<file path="config.mk">
export PLATFORM = sky130hd
export DESIGN_NAME = fft_butterfly_3
export DESIGN_NICKNAME = d
export VERILOG_FILES = /design/src/rtl/fft_butterfly_3.sv
export SDC_FILE = /design/constraint.sdc
export NUM_CORES = 2
export LEC_CHECK = 0
export ABC_AREA = 1
export BUFFER_PORTS_ARGS = -buffer_cell sky130_fd_sc_hd__buf_2
export CAP_MARGIN = 20
export CORE_ASPECT_RATIO = 1.75
export CORE_UTILIZATION = 53
export DETAILED_ROUTE_END_ITERATION = 10
export PLACE_DENSITY = 0.7
export SYNTH_ARGS = -nofsm -noshare
export SYNTH_HDL_FRONTEND = slang
export SYNTH_SLANG_ARGS = --single-unit
</file>
<file path="constraint.sdc">
create_clock -name clk -period 8 [get_ports clk]
set_input_delay 1.6 -clock clk [delete_from_list [all_inputs] [get_ports clk]]
set_output_delay 1.6 -clock clk [all_outputs]
set_load 0.02 [all_outputs]
</file>
<file path="src/rtl/fft_butterfly_3.sv">
// Radix-2 DIT butterfly engine: X = A + W*B, Y = A - W*B.
// Three-stage pipeline with a single global stall driven by the output
// handshake. Twiddles come from an external combinational table addressed
// by the registered tw_index, so tw_index stalls together with the data.
module fft_butterfly_3 #(
  parameter int unsigned DW    = 12,
  parameter int unsigned TW    = 12,
  parameter int unsigned SHIFT = 7
) (
  input  logic                 clk,
  input  logic                 rst,
  input  logic                 in_valid,
  output logic                 in_ready,
  input  logic [2:0]           in_k,
  input  logic signed [DW-1:0] in_a_re,
  input  logic signed [DW-1:0] in_a_im,
  input  logic signed [DW-1:0] in_b_re,
  input  logic signed [DW-1:0] in_b_im,
  output logic [2:0]           tw_index,
  input  logic signed [TW-1:0] tw_rea,
  input  logic signed [TW-1:0] tw_img,
  output logic                 out_valid,
  input  logic                 out_ready,
  output logic signed [DW+1:0] out_x_re,
  output logic signed [DW+1:0] out_x_im,
  output logic signed [DW+1:0] out_y_re,
  output logic signed [DW+1:0] out_y_im
);

  // Product, sum, rotated-term and output widths.
  localparam int unsigned PW  = DW + TW;
  localparam int unsigned SW  = DW + TW + 1;
  localparam int unsigned TDW = DW + 1;
  localparam int unsigned OW  = DW + 2;

  typedef struct packed {
    logic signed [DW-1:0] re;
    logic signed [DW-1:0] im;
  } cplx_t;

  // Pipeline state.
  logic                 s1_valid;
  cplx_t                s1_a;
  cplx_t                s1_b;
  logic                 s2_valid;
  cplx_t                s2_a;
  logic signed [PW-1:0] s2_rr;
  logic signed [PW-1:0] s2_ii;
  logic signed [PW-1:0] s2_ri;
  logic signed [PW-1:0] s2_ir;

  // Combinational datapath.
  logic                  en_c;
  logic signed [DW-1:0]  b_re_c;
  logic signed [DW-1:0]  b_im_c;
  logic signed [PW-1:0]  prod_rr_c;
  logic signed [PW-1:0]  prod_ii_c;
  logic signed [PW-1:0]  prod_ri_c;
  logic signed [PW-1:0]  prod_ir_c;
  logic signed [SW-1:0]  sum_re_c;
  logic signed [SW-1:0]  sum_im_c;
  logic signed [SW-1:0]  sh_re_c;
  logic signed [SW-1:0]  sh_im_c;
  logic signed [TDW-1:0] t_re_c;
  logic signed [TDW-1:0] t_im_c;
  logic signed [DW-1:0]  a_re_c;
  logic signed [DW-1:0]  a_im_c;
  logic signed [OW-1:0]  x_re_c;
  logic signed [OW-1:0]  x_im_c;
  logic signed [OW-1:0]  y_re_c;
  logic signed [OW-1:0]  y_im_c;

  // Global stall: the whole pipe advances only when the output slot frees.
  always_comb begin
    en_c     = ~out_valid | out_ready;
    in_ready = ~rst & en_c;
  end

  // Stage 1: capture operands and address the twiddle table.
  always_ff @(posedge clk or posedge rst) begin
    if (rst) begin
      s1_valid <= 1'b0;
      s1_a     <= '0;
      s1_b     <= '0;
      tw_index <= 3'd0;
    end else if (en_c) begin
      s1_valid <= in_valid;
      s1_a.re  <= in_a_re;
      s1_a.im  <= in_a_im;
      s1_b.re  <= in_b_re;
      s1_b.im  <= in_b_im;
      tw_index <= in_k;
    end
  end

  // Full-precision complex products of B with the table twiddle.
  always_comb begin
    b_re_c    = s1_b.re;
    b_im_c    = s1_b.im;
    prod_rr_c = PW'(b_re_c) * PW'(tw_rea);
    prod_ii_c = PW'(b_im_c) * PW'(tw_img);
    prod_ri_c = PW'(b_re_c) * PW'(tw_img);
    prod_ir_c = PW'(b_im_c) * PW'(tw_rea);
  end

  // Stage 2: register products and forward A.
  always_ff @(posedge clk or posedge rst) begin
    if (rst) begin
      s2_valid <= 1'b0;
      s2_a     <= '0;
      s2_rr    <= '0;
      s2_ii    <= '0;
      s2_ri    <= '0;
      s2_ir    <= '0;
    end else if (en_c) begin
      s2_valid <= s1_valid;
      s2_a     <= s1_a;
      s2_rr    <= prod_rr_c;
      s2_ii    <= prod_ii_c;
      s2_ri    <= prod_ri_c;
      s2_ir    <= prod_ir_c;
    end
  end

  // Rotated term t = (W*B) >>> SHIFT (floor), then the butterfly sums.
  always_comb begin
    a_re_c   = s2_a.re;
    a_im_c   = s2_a.im;
    sum_re_c = SW'(s2_rr) - SW'(s2_ii);
    sum_im_c = SW'(s2_ri) + SW'(s2_ir);
    sh_re_c  = sum_re_c >>> SHIFT;
    sh_im_c  = sum_im_c >>> SHIFT;
    // |t| < 2^DW, so keeping DW+1 bits is lossless.
    t_re_c   = TDW'(sh_re_c);
    t_im_c   = TDW'(sh_im_c);
    x_re_c   = OW'(a_re_c) + OW'(t_re_c);
    x_im_c   = OW'(a_im_c) + OW'(t_im_c);
    y_re_c   = OW'(a_re_c) - OW'(t_re_c);
    y_im_c   = OW'(a_im_c) - OW'(t_im_c);
  end

  // Stage 3: registered results; held stable while downstream stalls.
  always_ff @(posedge clk or posedge rst) begin
    if (rst) begin
      out_valid <= 1'b0;
      out_x_re  <= '0;
      out_x_im  <= '0;
      out_y_re  <= '0;
      out_y_im  <= '0;
    end else if (en_c) begin
      out_valid <= s2_valid;
      out_x_re  <= x_re_c;
      out_x_im  <= x_im_c;
      out_y_re  <= y_re_c;
      out_y_im  <= y_im_c;
    end
  end

endmodule

</file>
==> results.md <==
- Hold WC Path Type: reg2reg
- Setup Viol. Count Final: 0
- Post-synth ARST share: 1.000
- Slew of the pin with the lowest slew margin: 1151 ps
- Top_reg_cell synth: dfrtp_1
- Most numerous cell on the critical path: fa_1
- CP Data Arrival Time: 6700 ps
- Top cells by area, synth: fa_1 (29%), dfrtp_1 (17%), nand2_1 (16%), inv_1 (12%), ha_1 (11%)
- First-pass GRT wire length: 138.3 mm
- GPL Wtd Cong: 0.9351
- Layout Skew: 27.49 ps
- Status: finished, final reports clean
- Routed len/inst: 16.55 um
- Area Overhead vs Synth: 6.241%
- Yosys top cell by area: fa_1
- Post-CTS setup buffers: 0
- CP max-delay cell: fa_1
- Share of cells above drive strength 1: 0.05523
- Slew Limit Fails: 0
- YS warnings: 0
- Io pins: 140
- Hpwl dp: 66.38 mm
- Critical path class: in2reg
- Mapped Cells: 4272
- Pin count of the biggest net entering global routing: 167
- Router iterations before antenna repair: 6
- Vias: 26453
- Grt total ovfl: 0
- Die Footprint: 61050 um^2
- Clock-pin slew on the worst setup and hold paths: 70 ps
- Achievable Freq: 0.1601 GHz
- Cell variety after synth: 53
- Number of buffers added on ports: 139
- Std-Cell Rows: 118
- Residual DRC: 0
- Sequential-to-total area share from yosys stat: 0.1667
- Top cell type's share of synthesized area: 0.2869
- Crit path max fanout: 24
- Seq cells post-synth: 212
- Rel. slew slack: 0.2328
- Data required, critical path: 8460 ps
- Crit end category: flop
- Crit path cell chain: buf_2 > nand2_1 > fa_1 > fa_1 > inv_1 > fa_1 > inv_1 > fa_1 > inv_1 > fa_1 > ha_1 > inv_1 > nor3_1 > nand2_1 > o21bai_1 > nand3_1 > nand3_1 > nand2_1
- Core area: 59200 um^2
- Final min period: 6244 ps
- Netlist Area Pre-Place: 31820 um^2
- Iter 0 DRT Violations: 1320
- Fin crit share: 0.7806
- Total track usage: 0.2860
- Antenna Nets Post-Route: 0
- Total Wirelength: 84.25 mm
- Initial antenna violation count: 5
- Initial Util: 0.5374
- CTS sink cnt: 212
- Root Driver: clkbuf_16
- Synth Area per Inst: 7.447 um^2
- Placed inst area: 33020 um^2
- Vias in the first global route: 27274
- Nets: 5104
- Post-synth EDFFs: 0
- Max-cap viol count: 0
- Die height: 326.1 um
- Final instance area: 33800 um^2
- Cts repair resizes: 0
- Vias per cell: 5.197
- Die width: 187.2 um
- Worst-Skew Late Latency: 560 ps
- Total negative slack: 0 ps
- Final hold violations: 0
- CP startpoint kind: input pin
- RSZ-0062 raised after global routing: false
- CTS Buffer Depth: 3
- Top delay family on crit path: adder cells
- CTS Buf Count: 24
- Buf/Inv on CP: 5
- Synth Net Count: 5081
- CP peak stage delay: 650 ps
- H-tree depth: 1
- Hold Buf Count CTS: 0
- CTS tree: done
cells in the final DEF (no fill, tap or decap), types with 21 or more instances in the layout:
cell type | synthesis | routed
ha_1 | 274 | 274
a31oi_1 | 30 | 30
fa_1 | 456 | 456
nand4_1 | 27 | 27
dfrtp_1 | 212 | 212
nand2_1 | 1331 | 1331
nor2_1 | 126 | 125
xor2_1 | 42 | 42
nand3_1 | 167 | 167
a21oi_1 | 114 | 114
o21ai_1 | 23 | 23
nor3_1 | 21 | 21
buf_2 | 18 | 139
inv_1 | 1026 | 1024
clkbuf_16 | 0 | 25
o21ai_0 | 140 | 140
cells in the mapped netlist (4+ instances only):
master and n:
a21o_1 11, a21oi_1 114, a21oi_2 4, a31oi_1 30, buf_1 12, buf_2 18
buf_4 4, clkbuf_1 125, dfrtp_1 212, fa_1 456, ha_1 274, inv_1 1026
inv_2 12, nand2_1 1331, nand2_2 5, nand3_1 167, nand3b_1 7, nand4_1 27
nor2_1 126, nor3_1 21, o2111ai_1 5, o21ai_0 140, o21ai_1 23, o21bai_1 12
o22ai_1 6, or2_1 4, or2_2 6, xnor2_1 16, xor2_1 42
kinds of logic after synthesis:
family / after synthesis / synth area share
buf+inv: 1202 / 0.1437
simple gates: 1705 / 0.2150
compound gates: 365 / 0.06395
xor+xnor: 58 / 0.01597
fa+ha+maj: 730 / 0.3947
flops: 212 / 0.1667
path summary, 6_finish.rpt:
path	endpoint	slack [ps]	cells past startpoint	start
setup / recovery	s2_ii[19]	1760	18	tw_img[3]
hold / removal	out_valid	470	1	s2_valid
setup reg to reg	s2_ii[19]	2390	17	b_im_c[11]
hold reg to reg	out_valid	470	1	s2_valid
max in group asynchronous	s2_rr[13]	5650	3	rst
min in group asynchronous	s2_ir[15]	1100	2	rst
state kept, by name (all words and copies together), names as in the netlist, 13 cells and up:
signal	flops
s1_a	24
s2_ri	20
out_y_im	13
s2_ir	20
out_x_im	14
s2_ii	20
s2_rr	20
out_x_re	14
out_y_re	13
metrics by stage:
stage / cells / setup slack [ps] / util / hold slack (ps)
after global routing: 5090 / 1532 / 0.5709 / 483.0
after CTS: 5089 / 1826 / 0.5709 / 465.9
after floorplan: 4272 / 605.8 / - / 440.0
final: 5090 / 1756 / 0.5709 / 468.8
after global placement: 5049 / 1252 / 0.5577 / 454.8
after detailed placement: 5049 / 1229 / 0.5577 / 457.1
final cells by class:
cell class                      count  area (um^2)
Timing Repair Buffer              159        870.8
Multi-Input combinational cell   2858        21950
Clock buffer                       32        701.9
Tap cell                          780        975.9
Sequential cell                   212         5305
Clock inverter                      8        81.33
Fill cell                        5662        25400
Antenna cell                        1        2.502
Inverter                         1040         3916
metal layers:
metal / vias up / routed length [um] / track usage
met3: 229 / 3661 / 0.03081
met2: 700 / 44120 / 0.5312
met4: 8 / 5367 / 0.1598
met5: - / 45 / 0
li1: 12693 / - / -
met1: 12823 / 31060 / 0.3150
Power is not shown: default switching activity piles up to over one toggle a cycle in this logic, so the estimate is an artifact.
